### src/rtl/game_timer_pkg.sv
// Shared game definitions: FSM state encodings, BCD limits and digit helpers.
// Pure definitions, no logic or latency of its own.
// No flow control; consumed by the game_timer block.
package game_timer_pkg;

  typedef enum logic [1:0] {
    ST_IDLE    = 2'd0,
    ST_RUNNING = 2'd1,
    ST_PAUSED  = 2'd2,
    ST_EXPIRED = 2'd3
  } state_t;

  // Largest legal BCD digit; loads above this are clamped to it.
  localparam logic [3:0] BCD_MAX = 4'd9;

  // Two-digit BCD time value.
  typedef struct packed {
    logic [3:0] tens;
    logic [3:0] ones;
  } bcd_time_t;

  function automatic logic [3:0] clamp_bcd(input logic [3:0] d);
    return (d > BCD_MAX) ? BCD_MAX : d;
  endfunction

  function automatic logic bcd_is_zero(input bcd_time_t t);
    return (t.tens == 4'd0) && (t.ones == 4'd0);
  endfunction

  // One-second decrement; saturates at 00 so the display never wraps.
  function automatic bcd_time_t bcd_dec(input bcd_time_t t);
    bcd_time_t r;
    r = t;
    if (t.ones != 4'd0) begin
      r.ones = t.ones - 4'd1;
    end else if (t.tens != 4'd0) begin
      r.ones = BCD_MAX;
      r.tens = t.tens - 4'd1;
    end
    return r;
  endfunction

endpackage

### src/rtl/game_timer_if.sv
// Control/status bundle between a game controller and the game timer.
// Wires only, no latency.
// No backpressure: Start/Pause are single-cycle pulses, status is level.
interface game_timer_if;

  logic       Start;
  logic       Pause;
  logic [3:0] LoadTens;
  logic [3:0] LoadOnes;
  logic [3:0] TensDigit;
  logic [3:0] OnesDigit;
  logic       Running;
  logic       Expired;
  logic       TimeUp;

  // Controller side: issues commands, observes the countdown.
  modport master (
    output Start, Pause, LoadTens, LoadOnes,
    input  TensDigit, OnesDigit, Running, Expired, TimeUp
  );

  // Timer side: accepts commands, reports the countdown.
  modport slave (
    input  Start, Pause, LoadTens, LoadOnes,
    output TensDigit, OnesDigit, Running, Expired, TimeUp
  );

endinterface

### src/rtl/game_timer_second_tick.sv
// Clock divider: one-cycle Tick every CLOCK_FREQUENCY cycles while Run is high.
// Tick is combinational from the count; reload takes effect on the next edge.
// No backpressure; count freezes while Run is low so a partial second survives.
module second_tick #(
  parameter int CLOCK_FREQUENCY = 50000000
) (
  input  logic ClockIn,
  input  logic Reset,
  input  logic Run,
  input  logic Reload,
  output logic Tick
);

  localparam int CNT_W = (CLOCK_FREQUENCY > 1) ? $clog2(CLOCK_FREQUENCY) : 1;
  localparam logic [CNT_W-1:0] CNT_MAX = CNT_W'(CLOCK_FREQUENCY - 1);

  logic [CNT_W-1:0] count;

  // A reload in the same cycle suppresses the tick: a fresh load starts a full second.
  assign Tick = Run && !Reload && (count == '0);

  // Down-counter: reset/reload to max, decrement while running, wrap to max at zero.
  always_ff @(posedge ClockIn) begin
    if (Reset) begin
      count <= CNT_MAX;
    end else if (Reload) begin
      count <= CNT_MAX;
    end else if (Run) begin
      count <= (count == '0) ? CNT_MAX : count - CNT_W'(1);
    end
  end

endmodule

### src/rtl/game_timer.sv
// Two-digit BCD countdown timer with start/pause control and expiry pulse.
// Digits update one edge after the internal tick; status outputs are registered.
// No backpressure: commands are accepted every cycle, Start over Pause over nothing.
module game_timer
  import game_timer_pkg::*;
#(
  parameter int CLOCK_FREQUENCY = 50000000
) (
  input  logic          ClockIn,
  input  logic          Reset,
  game_timer_if.slave   bus
);

  state_t    state;
  state_t    state_nxt;
  bcd_time_t digits;
  bcd_time_t digits_nxt;
  bcd_time_t load_val;
  bcd_time_t dec_val;
  logic      tick;
  logic      time_up_nxt;
  logic      running_q;
  logic      expired_q;
  logic      time_up_q;

  assign load_val.tens = clamp_bcd(bus.LoadTens);
  assign load_val.ones = clamp_bcd(bus.LoadOnes);
  assign dec_val       = bcd_dec(digits);

  // The divider only advances in RUNNING; Start restarts the partial second.
  second_tick #(
    .CLOCK_FREQUENCY (CLOCK_FREQUENCY)
  ) u_second_tick (
    .ClockIn (ClockIn),
    .Reset   (Reset),
    .Run     (state == ST_RUNNING),
    .Reload  (bus.Start),
    .Tick    (tick)
  );

  // Next-state and next-digit decode: Start first, then tick, then Pause.
  always_comb begin
    state_nxt   = state;
    digits_nxt  = digits;
    time_up_nxt = 1'b0;
    if (bus.Start) begin
      digits_nxt  = load_val;
      state_nxt   = bcd_is_zero(load_val) ? ST_EXPIRED : ST_RUNNING;
      time_up_nxt = bcd_is_zero(load_val);
    end else begin
      case (state)
        ST_RUNNING: begin
          if (tick) begin
            digits_nxt = dec_val;
            if (bcd_is_zero(dec_val)) begin
              state_nxt   = ST_EXPIRED;
              time_up_nxt = 1'b1;
            end else if (bus.Pause) begin
              state_nxt = ST_PAUSED;
            end
          end else if (bus.Pause) begin
            state_nxt = ST_PAUSED;
          end
        end
        ST_PAUSED: begin
          if (bus.Pause) begin
            state_nxt = ST_RUNNING;
          end
        end
        ST_EXPIRED: begin
          digits_nxt = '0;
        end
        default: begin
          state_nxt = state;
        end
      endcase
    end
  end

  // State, digit and status registers; status decoded from the next state.
  always_ff @(posedge ClockIn) begin
    if (Reset) begin
      state     <= ST_IDLE;
      digits    <= '0;
      running_q <= 1'b0;
      expired_q <= 1'b0;
      time_up_q <= 1'b0;
    end else begin
      state     <= state_nxt;
      digits    <= digits_nxt;
      running_q <= (state_nxt == ST_RUNNING);
      expired_q <= (state_nxt == ST_EXPIRED);
      time_up_q <= time_up_nxt;
    end
  end

  assign bus.TensDigit = digits.tens;
  assign bus.OnesDigit = digits.ones;
  assign bus.Running   = running_q;
  assign bus.Expired   = expired_q;
  assign bus.TimeUp    = time_up_q;

endmodule

### src/flat_wrapper.sv
// flat-port wrapper written by rule: the top's interface ports become plain ports
module game_timer_flat import game_timer_pkg::*;
#(
  parameter int CLOCK_FREQUENCY = 50000000
)
  (ClockIn, Reset, bus_Start, bus_Pause, bus_LoadTens, bus_LoadOnes, bus_TensDigit, bus_OnesDigit, bus_Running, bus_Expired, bus_TimeUp);
  game_timer_if bus_i ();
  input  logic ClockIn;
  input  logic Reset;
  input wire logic [$bits(bus_i.Start)-1:0] bus_Start;
  input wire logic [$bits(bus_i.Pause)-1:0] bus_Pause;
  input wire logic [$bits(bus_i.LoadTens)-1:0] bus_LoadTens;
  input wire logic [$bits(bus_i.LoadOnes)-1:0] bus_LoadOnes;
  output wire logic [$bits(bus_i.TensDigit)-1:0] bus_TensDigit;
  output wire logic [$bits(bus_i.OnesDigit)-1:0] bus_OnesDigit;
  output wire logic [$bits(bus_i.Running)-1:0] bus_Running;
  output wire logic [$bits(bus_i.Expired)-1:0] bus_Expired;
  output wire logic [$bits(bus_i.TimeUp)-1:0] bus_TimeUp;
  assign bus_i.Start = bus_Start;
  assign bus_i.Pause = bus_Pause;
  assign bus_i.LoadTens = bus_LoadTens;
  assign bus_i.LoadOnes = bus_LoadOnes;
  assign bus_TensDigit = bus_i.TensDigit;
  assign bus_OnesDigit = bus_i.OnesDigit;
  assign bus_Running = bus_i.Running;
  assign bus_Expired = bus_i.Expired;
  assign bus_TimeUp = bus_i.TimeUp;
  game_timer #(.CLOCK_FREQUENCY(CLOCK_FREQUENCY)) u_core (.ClockIn(ClockIn), .Reset(Reset), .bus(bus_i));
endmodule
### config.mk
export PLATFORM = sky130hd
export DESIGN_NAME = game_timer_flat
export DESIGN_NICKNAME = d
export VERILOG_FILES = /design/src/rtl/game_timer_pkg.sv /design/src/rtl/game_timer_if.sv /design/src/rtl/game_timer_second_tick.sv /design/src/rtl/game_timer.sv /design/src/flat_wrapper.sv
export SDC_FILE = /design/constraint.sdc
export NUM_CORES = 1
export LEC_CHECK = 0
export ABC_CLOCK_PERIOD_IN_PS = 2300
export CAP_MARGIN = 20
export CORE_UTILIZATION = 51
export DETAILED_ROUTE_END_ITERATION = 10
export GPL_TIMING_DRIVEN = 1
export PLACE_DENSITY = 0.87
export SETUP_SLACK_MARGIN = 0.5
export SLEW_MARGIN = 15
export SYNTH_ARGS = -nofsm -noshare
export SYNTH_HDL_FRONTEND = slang
export SYNTH_SLANG_ARGS = --single-unit
### constraint.sdc
create_clock -name ClockIn -period 2.3 [get_ports ClockIn]
set_input_delay 0.575 -clock ClockIn [delete_from_list [all_inputs] [get_ports ClockIn]]
set_output_delay 0.575 -clock ClockIn [all_outputs]
set_load 0.03 [all_outputs]
==> metrics.yaml, run 1 <==
outcome:
  run_status: "finished with violations"
  violations: "negative setup slack"
detailed_routing:
  dr.first_iter.drc_count: 213
  drt-pass1-iter-count: 4
  route.detailed.vias_per_inst: 5.65
  drc: 0
  wirelength_microns: 5730
  route.antenna.remaining_nets: 0
  count_of_vias_placed_by_the_detailed_router: 2228
  drt-wirelength-per-cell_microns: 14.5
power:
  seq_power_share_pct: 47.8
  power.net_switching_w: 0.000436
  maximum_vdd_ir_drop_v: 0.000386
  post_layout_power_w: 0.00148
  p_sw_share_pct: 29.5
  power.density_cell_area_nw_per_um2: 478
  cell_int_power_w: 0.00104
  leakagePower_nw: 1.21
  pwr-share-comb_pct: 21.5
  power_frac_clock_pct: 30.7
placement:
  place.detailed.hpwl_microns: 4010
  dp_cells: 380
  gpl.final_weighted_congestion: 0.893
  port-buffer-count: 22
  dp_slack_ns: -0.275
critical_path:
  critical_path.max_fanout: 3
  critical_path.startpoint_type: "flip-flop"
  setup.worst_path.end_class: "flip-flop"
  critical_path_arrival_ns: 2.66
  timing.critical_path.required_ns: 2.53
  crit_type: "flip-flop to flip-flop"
floorplan:
  floorplan.io_pins: 23
  vertical_die_dimension_microns: 67.0
  floorplan.die_area_sq_um: 4490
  placement_rows: 23
  fp.dieW_microns: 67.0
  placeableCoreArea_sq_um: 4030
  initial_utilization_pct: 53.4
global_route:
  grt_first_pass_wirelength_microns: 8780
  grt_antenna_before_repair: 0
  track_usage_pct: 25.5
  grt_pass1_vias: 2069
  grt_max_degree: 19
  grt_overflow: 0
timing:
  period_needed_ns: 2.44
  fin_worst_skew_ns: 0.00587
  finalSetupViolCount: 5
  min_period_over_period_pct: 106
  final_max_slew_viol_count: 0
  worst_max_slew_pin_slew_ns: 0.715
  finalHoldViolCount: 0
  maxSlewHeadroom_pct: 52.1
  unrepaired_setup_endpoints_after_global_routing: "true"
  fmax_mhz: 410
  post-route-worst-setup-slack_ns: -0.139
clock_network:
  cts.hold.buffers_added: 0
  clock_tree_from_tritoncts: "yes"
  insertion_delay_ns: 0.29
  cts-htree-levels: 2
  clock_transition_at_the_register_clock_pins_on_the_worst_setup_and_hold_paths_after_cts_ns: 0.08
  cts-root-buf: "sky130_fd_sc_hd__clkbuf_8"
  cts_buffers: 5
  clock_tree.buffer_depth: 2
  cts_num_sinks: 39
synth:
  synth_seq_cells: 39
  mean_area_per_synthesized_cell_sq_um: 7.98
  synth_warnings: 0
  syn-cell-area_sq_um: 2150
  most_used_flip_flop_cell_after_synthesis: "sky130_fd_sc_hd__dfxtp_1"
  number_of_synthesized_flops_with_an_enable_pin: 0
  yosys.cell_types.count: 45
  proportion_of_register_bits_with_asynchronous_set_or_reset_after_synthesis_pct: 0
  ys_seq_area_share_pct: 36.3
  synthesis.nets: 289
  synth_cells: 270
worst_hold_path:
  holdCritPathClass: "flip-flop to flip-flop"
finish:
  layout-area-overhead-vs-synth_pct: 43.5
  seqCellArea_sq_um: 796
  multiInputGateArea_sq_um: 1500
  drive_gt1_share_pct: 29.9
  antennaDiodeCount: 0
  filler_cell_count: 277
  final_core_util_pct: 76.7
  layout.nets: 362
  finish.cell_count_without_fillers: 394
run:
  max_cap_viol_count: 0
critical path: stages, from the launching register on:
cell and delay, ns:
sky130_fd_sc_hd__dfxtp_2 0.33, sky130_fd_sc_hd__or4_4 0.53, sky130_fd_sc_hd__or3_4 0.34, sky130_fd_sc_hd__or3_1 0.33
sky130_fd_sc_hd__or3_4 0.38, sky130_fd_sc_hd__o31ai_4 0.27, sky130_fd_sc_hd__nor2b_4 0.19
layer usage:
| layer | track usage, % | wire (microns) |
|---|---|---|
| met3 | 5.48 | 280 |
| met1 | 29.9 | 2450 |
| met5 | 0 | 0 |
| met4 | 8.78 | 97 |
| met2 | 45.3 | 2900 |
sequential cells by signal, indices dropped and copies added, names as in the netlist:
register                    cells
u_core.bus.TimeUp               1
u_core.state                    2
u_core.bus.Running              1
u_core.bus.OnesDigit            4
u_core.bus.Expired              1
u_core.bus.TensDigit            4
u_core.u_second_tick.count     26
timing repair:
item | CTS | global route
pin swaps | 1 | 5
gates cloned | 0 | 1
endpoints found under the setup margin | 50 | 40
gates resized for setup | 26 | 19
setup buffers | 2 | 3
per-stage QoR:
stage | instance area (sq um) | hold WS [ns] | setup TNS [ns]
3_5_place_dp | 2820 | 0.489 | -5.04
4_1_cts | 2970 | 0.505 | -0.432
5_1_grt | 3090 | 0.537 | -0.844
6_report | 3090 | 0.499 | -0.407
2_1_floorplan | 2240 | 0.460 | -0.0555
3_3_place_gp | 2820 | 0.482 | -2.96
kinds of logic after synthesis:
logic type / count (synthesis) / share of synthesized area [%]
buf+inv: 23 / 4.01
mux: 2 / 0.988
compound gates: 45 / 13.9
flops: 39 / 36.3
xor+xnor: 24 / 9.76
simple gates: 130 / 31.0
fa+ha+maj: 7 / 4.07
layout make-up:
class	count	share of cell area (%)
Sequential cell	39	25.7
Inverter	15	1.90
Timing Repair Buffer	73	19.2
Clock inverter	3	0.486
Clock buffer	5	2.23
Multi-Input combinational cell	209	48.4
Tap cell	50	2.02
power groups by stage:
stage	sequential [W]	clock, W	combinational (W)
2_1_floorplan	0.000744	0	0.000153
3_3_place_gp	0.000718	0	0.000284
3_5_place_dp	0.000720	0	0.000290
4_1_cts	0.000703	0.000454	0.000291
5_1_grt	0.000708	0.000489	0.000341
6_report	0.000706	0.000453	0.000318
synth_stat cells, drive strengths merged (3+ instances only):
cell type	number	area share (%)
a211oi	6	2.1
ha	7	4.1
or4	5	2.1
and3	3	0.87
xnor2	15	6.1
and4	3	1.2
or3	7	2.3
nand2b	3	0.87
a221oi	4	1.9
nor2	32	5.6
nor4	10	2.9
o21ai	10	2.3
dfxtp	39	36
inv	15	2.6
a21oi	11	2.6
xor2	9	3.7
nor2b	4	1.2
nand3	6	1.4
clkbuf	8	1.4
nor3	11	2.6
nand2	35	6.1
path summary, 6_finish.rpt:
kind                                               start                                     endpoint  slack (ns)  depth (start not counted)
max reg2reg  u_core.u_second_tick.count[14]$_SDFFE_PP1P_                   u_core.state[1]$_SDFF_PP0_       -0.14                          6
max          u_core.u_second_tick.count[14]$_SDFFE_PP1P_                   u_core.state[1]$_SDFF_PP0_       -0.14                          6
min          u_core.u_second_tick.count[19]$_SDFFE_PP1P_  u_core.u_second_tick.count[19]$_SDFFE_PP1P_        0.50                          2
min reg2reg  u_core.u_second_tick.count[19]$_SDFFE_PP1P_  u_core.u_second_tick.count[19]$_SDFFE_PP1P_        0.50                          2
cells in the final DEF (no fill, tap or decap), types with 7 or more instances in the layout:
cell,synthesis,routed
sky130_fd_sc_hd__nor4_1,10,7
sky130_fd_sc_hd__xor2_1,9,9
sky130_fd_sc_hd__nand2_1,35,35
sky130_fd_sc_hd__dlygate4sd2_1,0,8
sky130_fd_sc_hd__xnor2_1,15,15
sky130_fd_sc_hd__a21oi_1,11,9
sky130_fd_sc_hd__inv_1,15,12
sky130_fd_sc_hd__nor2_1,32,32
sky130_fd_sc_hd__buf_4,0,51
sky130_fd_sc_hd__clkdlybuf4s50_1,0,11
sky130_fd_sc_hd__dfxtp_1,39,31
sky130_fd_sc_hd__o21ai_0,10,10
No activity file was read; power rests on OpenSTA's default activity.
==> run 2: changes to the inputs <==
Settings changed: CORE_MARGIN set to 2.
==> metrics.yaml, run 2 (synthesized netlist as in run 1, its figures left out) <==
global_route:
  track_usage_pct: 29.1  # +3.6 points
  grt_antenna_before_repair: 0  # unchanged
  grt_overflow: 0  # unchanged
  grt_first_pass_wirelength_microns: 10300  # +17%
  grt_pass1_vias: 2300  # +11%
  grt_max_degree: 19  # unchanged
power:
  seq_power_share_pct: 46.9  # -0.9 points
  cell_int_power_w: 0.00106  # +1.5%
  maximum_vdd_ir_drop_v: 0.000406  # +5.2%
  power.net_switching_w: 0.000447  # +2.6%
  power.density_cell_area_nw_per_um2: 480  # +0.51%
  pwr-share-comb_pct: 22.2  # +0.7 points
  leakagePower_nw: 1.25  # +3.1%
  power_frac_clock_pct: 30.8  # about the same
  p_sw_share_pct: 29.7  # +0.22 points
timing:
  unrepaired_setup_endpoints_after_global_routing: "true"
  post-route-worst-setup-slack_ns: -0.142  # -0.00355 ns
  final_max_slew_viol_count: 0  # unchanged
  min_period_over_period_pct: 106  # +0.15 points
  period_needed_ns: 2.44  # +0.00355 ns
  maxSlewHeadroom_pct: 52.5  # +0.40 points
  finalHoldViolCount: 0  # unchanged
  final.hold.worst_slack_ns: 0.503  # +0.00407 ns
  setup_total_negative_slack_ns: -0.570  # -0.162 ns
  fmax_mhz: 409  # -0.15%
  fin_worst_skew_ns: 0.00645  # +0.000582 ns
  finalSetupViolCount: 9  # +4
  worst_max_slew_pin_slew_ns: 0.711  # -0.00441 ns
critical_path:
  timing.critical_path.required_ns: 2.54  # about the same
  setup.worst_path.end_class: "flip-flop"
  critical_path_arrival_ns: 2.68  # +0.02 ns
  crit_type: "flip-flop to flip-flop"
  critical_path.startpoint_type: "flip-flop"
  critical_path.max_fanout: 3  # unchanged
  setup.reg_to_reg.worst_slack_ns: -0.14  # about the same
floorplan:
  fp.dieW_microns: 69.0  # +3.0%
  floorplan.io_pins: 23  # unchanged
  floorplan.die_area_sq_um: 4760  # +6.1%
  placeableCoreArea_sq_um: 4030  # unchanged
  vertical_die_dimension_microns: 69.0  # +3.0%
  initial_utilization_pct: 53.4  # unchanged
  placement_rows: 23  # unchanged
detailed_routing:
  detail_route.wirelength.met1_microns: 2420  # -1.2%
  route.detailed.vias_per_inst: 5.84  # +3.3%
  met2_length_microns: 3280  # +13%
  route.top_layer_used: "met4"
  drt-pass1-iter-count: 7  # +3
  route.antenna.remaining_nets: 0  # unchanged
  met3_wirelength_microns: 411  # +47%
  dr.first_iter.drc_count: 167  # -22%
  count_of_vias_placed_by_the_detailed_router: 2325  # +4.4%
  drt-wirelength-per-cell_microns: 15.9  # +9.6%
  wirelength_microns: 6340  # +11%
  drc: 0  # unchanged
worst_hold_path:
  holdCritPathClass: "flip-flop to flip-flop"
clock_network:
  clock_tree.buffer_depth: 2  # unchanged
  cts_buffers: 5  # unchanged
  insertion_delay_ns: 0.30  # about the same
  clock_transition_at_the_register_clock_pins_on_the_worst_setup_and_hold_paths_after_cts_ns: 0.08  # about the same
  clock_tree_from_tritoncts: "yes"
  cts.hold.buffers_added: 0  # unchanged
  cts_num_sinks: 39  # unchanged
  cts-htree-levels: 2  # unchanged
  cts-root-buf: "sky130_fd_sc_hd__clkbuf_8"
finish:
  filler_cell_count: 264  # -4.7%
  regMostFlops: "u_core.u_second_tick.count"
  drive_gt1_share_pct: 31.0  # +1.1 points
  antennaDiodeCount: 0  # unchanged
  finish.cell_count_without_fillers: 398  # +1.0%
  final_design_area_no_fill_sq_um: 3130  # +1.3%
  layout-area-overhead-vs-synth_pct: 45.4
  largest_register_ffs: 26  # unchanged
  highest_count_cells_in_the_layout_ignoring_fill_and_taps: "sky130_fd_sc_hd__buf_4, sky130_fd_sc_hd__nand2_1, sky130_fd_sc_hd__nor2_1, sky130_fd_sc_hd__dfxtp_1, sky130_fd_sc_hd__xnor2_1"
  layout.nets: 366  # +1.1%
  leading_cell_type_in_the_layout_fill_and_taps_excluded: "sky130_fd_sc_hd__buf_4"
placement:
  dp_cells: 380  # unchanged
  dp_slack_ns: -0.302  # -0.0271 ns
  port-buffer-count: 22  # unchanged
  gpl.final_weighted_congestion: 0.830  # -7.1%
  place.detailed.hpwl_microns: 4130  # +2.9%
  place_area_sq_um: 2820  # unchanged
outcome:
  run_status: "finished with violations"
  violations: "negative setup slack"
run:
  max_cap_viol_count: 0  # unchanged
-- run 2: cell count changes in the layout (fill, tap and decap cells not counted), moves of 2 or more --
cell,previous run,this run
sky130_fd_sc_hd__buf_4,51,56
sky130_fd_sc_hd__nor3_2,5,1
sky130_fd_sc_hd__a211oi_1,3,5
sky130_fd_sc_hd__a211oi_2,3,1
sky130_fd_sc_hd__clkdlybuf4s15_1,3,1
sky130_fd_sc_hd__clkinv_1,2,0
sky130_fd_sc_hd__nor3_4,1,3
sky130_fd_sc_hd__nor4_1,7,5
-- run 2: cell type report --
cell class	count	area, sq um	area share [%]
well taps	50	62.6	2.00
flip-flops and latches	39	795	25.4
multi-input cells	208	1500	48.0
repair buffers	78	627	20.0
clock inverters	2	12.5	0.400
inverters	15	58.8	1.88
clock buffers	6	72.6	2.32
-- run 2: power by group through the flow --
stage / Sequential, W / Combinational, W / Clock, W
6_report: 0.000706 / 0.000334 / 0.000464
5_1_grt: 0.000708 / 0.000361 / 0.000495
4_1_cts: 0.000705 / 0.000312 / 0.000467
3_5_place_dp: 0.000720 / 0.000290 / 0
3_3_place_gp: 0.000718 / 0.000282 / 0
2_1_floorplan: 0.000744 / 0.000153 / 0
-- run 2: per-layer routing --
metal	track usage (%)	vias up
met5	0	-
met4	17.2	0
met3	7.47	35
met2	50.7	109
met1	31.7	1078
li1	-	1103
-- run 2: final timing paths --
check / from / cells past startpoint / to
setup / recovery: u_core.u_second_tick.count[14]$_SDFFE_PP1P_ / 6 / u_core.state[1]$_SDFF_PP0_
hold / removal: u_core.u_second_tick.count[19]$_SDFFE_PP1P_ / 2 / u_core.u_second_tick.count[19]$_SDFFE_PP1P_
setup reg to reg: u_core.u_second_tick.count[14]$_SDFFE_PP1P_ / 6 / u_core.state[1]$_SDFF_PP0_
hold reg to reg: u_core.u_second_tick.count[19]$_SDFFE_PP1P_ / 2 / u_core.u_second_tick.count[19]$_SDFFE_PP1P_
-- run 2: metrics by stage --
step	utilization [%]	total power, W
2_1_floorplan	-	0.000897
3_3_place_gp	70.0	0.00100
3_5_place_dp	70.0	0.00101
4_1_cts	76.5	0.00148
5_1_grt	77.7	0.00156
6_report	77.7	0.00150
-- run 2: critical path: stages, from the launching register on --
cell                      delay [ns]
sky130_fd_sc_hd__dfxtp_2        0.33
sky130_fd_sc_hd__or4_4          0.53
sky130_fd_sc_hd__or3_4          0.35
sky130_fd_sc_hd__or3_1          0.32
sky130_fd_sc_hd__or3_4          0.40
sky130_fd_sc_hd__o31ai_4        0.25
sky130_fd_sc_hd__nor2b_4        0.20
-- run 2: what timing repair did --
| item | in CTS | in global routing |
|---|---|---|
| setup endpoints to repair | 50 | 41 |
| pin swaps | 8 | 2 |
| buffers inserted | 5 | 5 |
| gates resized for setup | 42 | 6 |
